==> src/rtl/leitor_registradores.sv <==
// Operand-fetch sequencer: reads one or two bank registers over the shared bus via one-hot output enables.
// Optional macro LEITOR_MESMO_REG_EN: a two-operand fetch with rx==ry reads the bus once for both operands.
module leitor_registradores #(
  parameter int unsigned DATA_WIDTH = 16,
  parameter int unsigned NUM_REGS   = 8,
  parameter int unsigned SEL_WIDTH  = 3
) (
  input  logic                  clock,
  input  logic                  reset,
  input  logic                  start,
  input  logic [SEL_WIDTH-1:0]  rx_sel,
  input  logic [SEL_WIDTH-1:0]  ry_sel,
  input  logic                  two_operands,
  input  logic [DATA_WIDTH-1:0] bus_in,
  output logic [NUM_REGS-1:0]   read_sel,
  output logic                  busy,
  output logic                  done,
  output logic [DATA_WIDTH-1:0] operand_a,
  output logic [DATA_WIDTH-1:0] operand_b
);

  typedef enum logic [1:0] {
    ST_IDLE   = 2'd0,
    ST_READ_A = 2'd1,
    ST_READ_B = 2'd2,
    ST_DONE   = 2'd3
  } state_t;

  state_t                state_q, state_d;
  logic [SEL_WIDTH-1:0]  rx_q, rx_d;
  logic [SEL_WIDTH-1:0]  ry_q, ry_d;
  logic                  two_q, two_d;
  logic [NUM_REGS-1:0]   read_sel_q, read_sel_d;
  logic                  busy_q, busy_d;
  logic                  done_q, done_d;
  logic [DATA_WIDTH-1:0] operand_a_q, operand_a_d;
  logic [DATA_WIDTH-1:0] operand_b_q, operand_b_d;
  logic                  same_reg_c;

`ifdef LEITOR_MESMO_REG_EN
  assign same_reg_c = two_q && (rx_q == ry_q);
`else
  assign same_reg_c = 1'b0;
`endif

  // Next state, captures, and registered outputs derived from the next state
  always_comb begin
    state_d     = state_q;
    rx_d        = rx_q;
    ry_d        = ry_q;
    two_d       = two_q;
    operand_a_d = operand_a_q;
    operand_b_d = operand_b_q;
    read_sel_d  = '0;

    case (state_q)
      ST_IDLE: begin
        if (start) begin
          rx_d    = rx_sel;
          ry_d    = ry_sel;
          two_d   = two_operands;
          state_d = ST_READ_A;
        end
      end
      ST_READ_A: begin
        operand_a_d = bus_in;
        if (same_reg_c) begin
          operand_b_d = bus_in;
          state_d     = ST_DONE;
        end else if (two_q) begin
          state_d = ST_READ_B;
        end else begin
          state_d = ST_DONE;
        end
      end
      ST_READ_B: begin
        operand_b_d = bus_in;
        state_d     = ST_DONE;
      end
      ST_DONE: state_d = ST_IDLE;
      default: state_d = ST_IDLE;
    endcase

    // Enables lead the state by being computed from it, so they are flop outputs
    case (state_d)
      ST_READ_A: read_sel_d = NUM_REGS'(1) << rx_d;
      ST_READ_B: read_sel_d = NUM_REGS'(1) << ry_d;
      default:   read_sel_d = '0;
    endcase

    busy_d = (state_d != ST_IDLE);
    done_d = (state_d == ST_DONE);
  end

  always_ff @(posedge clock) begin
    if (reset) begin
      state_q     <= ST_IDLE;
      rx_q        <= '0;
      ry_q        <= '0;
      two_q       <= 1'b0;
      read_sel_q  <= '0;
      busy_q      <= 1'b0;
      done_q      <= 1'b0;
      operand_a_q <= '0;
      operand_b_q <= '0;
    end else begin
      state_q     <= state_d;
      rx_q        <= rx_d;
      ry_q        <= ry_d;
      two_q       <= two_d;
      read_sel_q  <= read_sel_d;
      busy_q      <= busy_d;
      done_q      <= done_d;
      operand_a_q <= operand_a_d;
      operand_b_q <= operand_b_d;
    end
  end

  assign read_sel  = read_sel_q;
  assign busy      = busy_q;
  assign done      = done_q;
  assign operand_a = operand_a_q;
  assign operand_b = operand_b_q;

endmodule

==> config.mk <==
export PLATFORM = sky130hd
export DESIGN_NAME = leitor_registradores
export DESIGN_NICKNAME = d
export VERILOG_FILES = /design/src/rtl/leitor_registradores.sv
export SDC_FILE = /design/constraint.sdc
export NUM_CORES = 1
export LEC_CHECK = 0
export ABC_AREA = 1
export CAP_MARGIN = 20
export CORE_AREA = 2 2 73 68
export DETAILED_ROUTE_END_ITERATION = 7
export DIE_AREA = 0 0 75 70
export GPL_TIMING_DRIVEN = 0
export PLACE_DENSITY = 0.77
export REMOVE_ABC_BUFFERS = 1
export SLEW_MARGIN = 10
export SYNTH_ARGS = -nofsm -noshare
export SYNTH_HDL_FRONTEND = slang
export SYNTH_SLANG_ARGS = --single-unit
==> constraint.sdc <==
create_clock -name clock -period 2.46 [get_ports clock]
set_input_delay 0.738 -clock clock [delete_from_list [all_inputs] [get_ports clock]]
set_output_delay 0.738 -clock clock [all_outputs]
set_load 0.01 [all_outputs]
After elaboration in Yosys (flattened, before gate mapping)
Cells that the tools add are included.
- bits in registers: 51
- bits of input ports: 26
- output and inout port bits: 42
- word-level logic and storage cells: 28
- eq/ne operators: 6
- shift operators: 2
- mux-type cells: 8
- reductions and logical operators: 3
- operators with widths (kind ; count):
    case mux 8 bit (2 select lines) ; 1
    left shift 1 x 3 -> 8 bit, first input constant ; 2
    two-way mux 3 bit ; 4
    equality test 2 bit, second input constant ; 4
    case mux 2 bit (4 select lines) ; 1
    equality test 2 x 1 -> 1 bit, second input constant ; 2
    logical NOT 2 bit ; 1
    two-way mux 2 bit ; 1
    AND reduction 2 bit ; 1
    nonzero test 2 bit ; 1
    two-way mux 1 bit ; 1

Depth between registers and ports, before layout
- word-level depth: 4
- depth in mapped cells: 12
- gate-level depth less buffers: 11

Least setup slack after synthesis
Ideal clock, no wire load.
- kind: input to register
- from: input port start
- to: register read_sel_q[4] (netlist: read_sel[4])
- arrival time: 1.771 ns
- required time: 2.395 ns
- path slack: 0.624 ns
- cell stages on the path: 9
- cells stage by stage: nor2_1 nor2_1 nor2_4 inv_1 ha_1 inv_1 nor2_1 nand3_1 nor2_1
- cells in the longest elaborated chain, start to end: 4
- ends and longest elaborated chain (item ; RTL line ; RTL):
    start: declaration ; 10 ; input logic start,
    two-way mux 2 bit / two-way mux 3 bit (equally long branches) ; 58 ; if (start) begin
    case mux 2 bit (4 select lines) / two-way mux 3 bit (equally long branches) ; 56 ; case (state_q)
    equality test 2 bit, or another cell as far along ; 85 ; case (state_d)
    case mux 8 bit (2 select lines) (*) ; 85 ;
    end signal: assignment ; 111 ; read_sel_q <= read_sel_d;
    end: declaration ; 33 ; logic [NUM_REGS-1:0] read_sel_q, read_sel_d;
Mark *: on every way between the ends. The rest lies on a longest branch, timed or not.
A chain may end at the register's enable or synchronous reset.

Final worst setup path
- from: input port start
- to: register read_sel_q[5] (netlist: read_sel[5])
The elaborated chain is that of the path after synthesis.

==> out/results.ini <==
[floorplanning]
dieArea_sq_um=5250
start_util=0.422
floorplan.die.width_um=75
rows=24
ioPinCount=68
dieHeight_um=70
core_sq_um=4590

[sta]
fin_ws_ns=0.272
finalSetupViolCount=0
tns_ns=0
holdWs_ns=0.464
rsz0062_at_grt=no
fin_crit_sh=0.889
hold_viol=0
min_period_ns=2.19
fmax_mhz=457
fin_worst_skew_ns=0.00649
slew_viol_final=0
worst_pin_slew_ns=0.783
slew_headroom=0.478

[drt]
postRouteAntennaNets=0
drc_errors=0
first_iter_violations=126
vias_per_cell=4.60
vias=1736
drt_wl_total_um=4240
drt_pass1_iterations=6
post_drt_wl_per_cell_um=11.3

[power]
vdd_drop_max_mv=0.551
powerDensity_nw_per_um2=1120
p_total_mw=3.02
leakage_nw=1.05

[yosys]
netlist_top_cells_count=nand2_1, dfxtp_1, a21oi_1, nor2_1, inv_1
ys_top_cells_by_area=dfxtp_1, nand2_1, a21oi_1, nor2_1, inv_1
yosysMostFrequentCell=nand2_1
synth_cells=250
synth_top_area_share=0.527
yosysTopAreaCell=dfxtp_1
ys_ff_latch=51
syn_area_sq_um=1940
synth_flop_cell=dfxtp_1
synth.distinct_cells=21
yosysWarnings=0
synth_edf_count=0
yosysSeqAreaShare=0.527
synth.avg_cell_area_sq_um=7.75
synthArstFlopShare=0

[clocking]
post_cts_buffers=0
root_buffer=clkbuf_8
clkLatencyLatePin_ns=0.30
path_clk_slew_ns=0.09
numCtsBuffers=5
clockBufferDepth=2
cts_sinks=51
htreeDepth=2
cts_tree=built

[global_routing]
grt_max_degree=45
gr-usage-all-layers=0.169
grt_pass1_vias=1567
antenna_found_initial=0
overflow=0
grt_pass1_wl_um=6930

[placement]
place_ws_ns=-0.0349
dpl.cell_count=369
place_congestion=0.798
hpwl_um=2890
placed_area_sq_um=2620
numPortBuffers=67

[run_status]
status=completed

[setup_path]
r2r_start=state_q[1]
reg2regPathDepth=11
cp-start-kind=input port
reg2reg_slack_ns=0.33
path_max_fanout=9
startpoint=start
crit_type=in -> reg
cp.required_ns=2.70
critical_path_arrival_ns=2.42
endpoint_kind=flip-flop

[cells_and_area]
diodes=0
fill_cells=437
layoutNonFillerInstCount=377
layout-drive-gt1-share=0.0577
final_nets=342
final_core_util=0.588
syn_to_final_growth_pct=39.5
fin_area_sq_um=2700

[hold_path]
min_from=operand_b[2]
hp-class=reg -> reg
hold_depth=2

[job]
maxCapViolCount=0

## routing by layer
| layer | wire length, um | GRT usage |
|---|---|---|
| met2 | 1880 | 0.271 |
| met4 | 75 | 0.0556 |
| met3 | 315 | 0.0505 |
| met1 | 1970 | 0.214 |
| met5 | 0 | 0 |
## cells in the final DEF, fill, tap and decap left out
| cell type | n |
|---|---|
| a211oi_1 | 1 |
| a21oi_1 | 33 |
| buf_2 | 1 |
| clkbuf_1 | 1 |
| clkbuf_8 | 5 |
| clkdlybuf4s50_1 | 66 |
| clkinv_2 | 1 |
| clkinvlp_4 | 1 |
| dfxtp_1 | 51 |
| ha_1 | 4 |
| ha_2 | 1 |
| inv_1 | 20 |
| inv_2 | 1 |
| nand2_1 | 85 |
| nand2_2 | 2 |
| nand3_1 | 7 |
| nand3_2 | 1 |
| nand3b_1 | 1 |
| nand4_2 | 1 |
| nor2_1 | 21 |
| nor2_4 | 1 |
| o21ai_0 | 1 |
| o21ai_1 | 3 |
| o21ai_2 | 3 |
## flip-flops by register name, indices dropped and copies added, names as in the netlist
name       count
operand_a     16
operand_b     16
read_sel       8
rx_q           3
ry_q           3
state_q        2
busy           1
done           1
two_q          1
## worst max-delay path: stages
cell and delay, ns:
clkdlybuf4s50_1 0.45, nor2_1 0.12, nor2_1 0.07, nor2_4 0.21
inv_1 0.07, ha_1 0.27, inv_1 0.03, nor2_1 0.14
nand3_1 0.18, nor2_1 0.14
## power breakdown
group	leakage, nW	internal (mW)	switching (mW)	total, mW
registers	0.416	1.04	0.0903	1.13
clock network	0.0412	0.199	0.266	0.465
logic	0.597	0.606	0.824	1.43
total	1.05	1.84	1.18	3.02
## final timing paths
check	to
max reg2reg	read_sel[5]
min reg2reg	operand_b[2]
max	read_sel[5]
min	operand_b[2]
## logic make-up (layout without fill, tap and decap cells)
logic type / Yosys count / in the layout / share of synthesized area
simple gates: 119 / 119 / 0.251
buf+inv: 34 / 96 / 0.0762
fa+ha+maj: 5 / 5 / 0.0323
flops: 51 / 51 / 0.527
compound gates: 41 / 41 / 0.113
## area by class of cell
class,count,area (sq um),area share
Inverter,21,78.8,0.0292
Clock inverter,2,12.5,0.00463
Clock buffer,6,72.6,0.0269
Sequential cell,51,1020,0.378
Multi-Input combinational cell,165,771,0.285
Tap cell,65,81.3,0.0301
Timing Repair Buffer,67,666,0.246
## repair_timing
action                                  CTS  global route
endpoints found under the setup margin    0             8
hold buffers                              0             0
resized for setup                         0             1
Note: power is estimated with default switching activity, not from simulation.
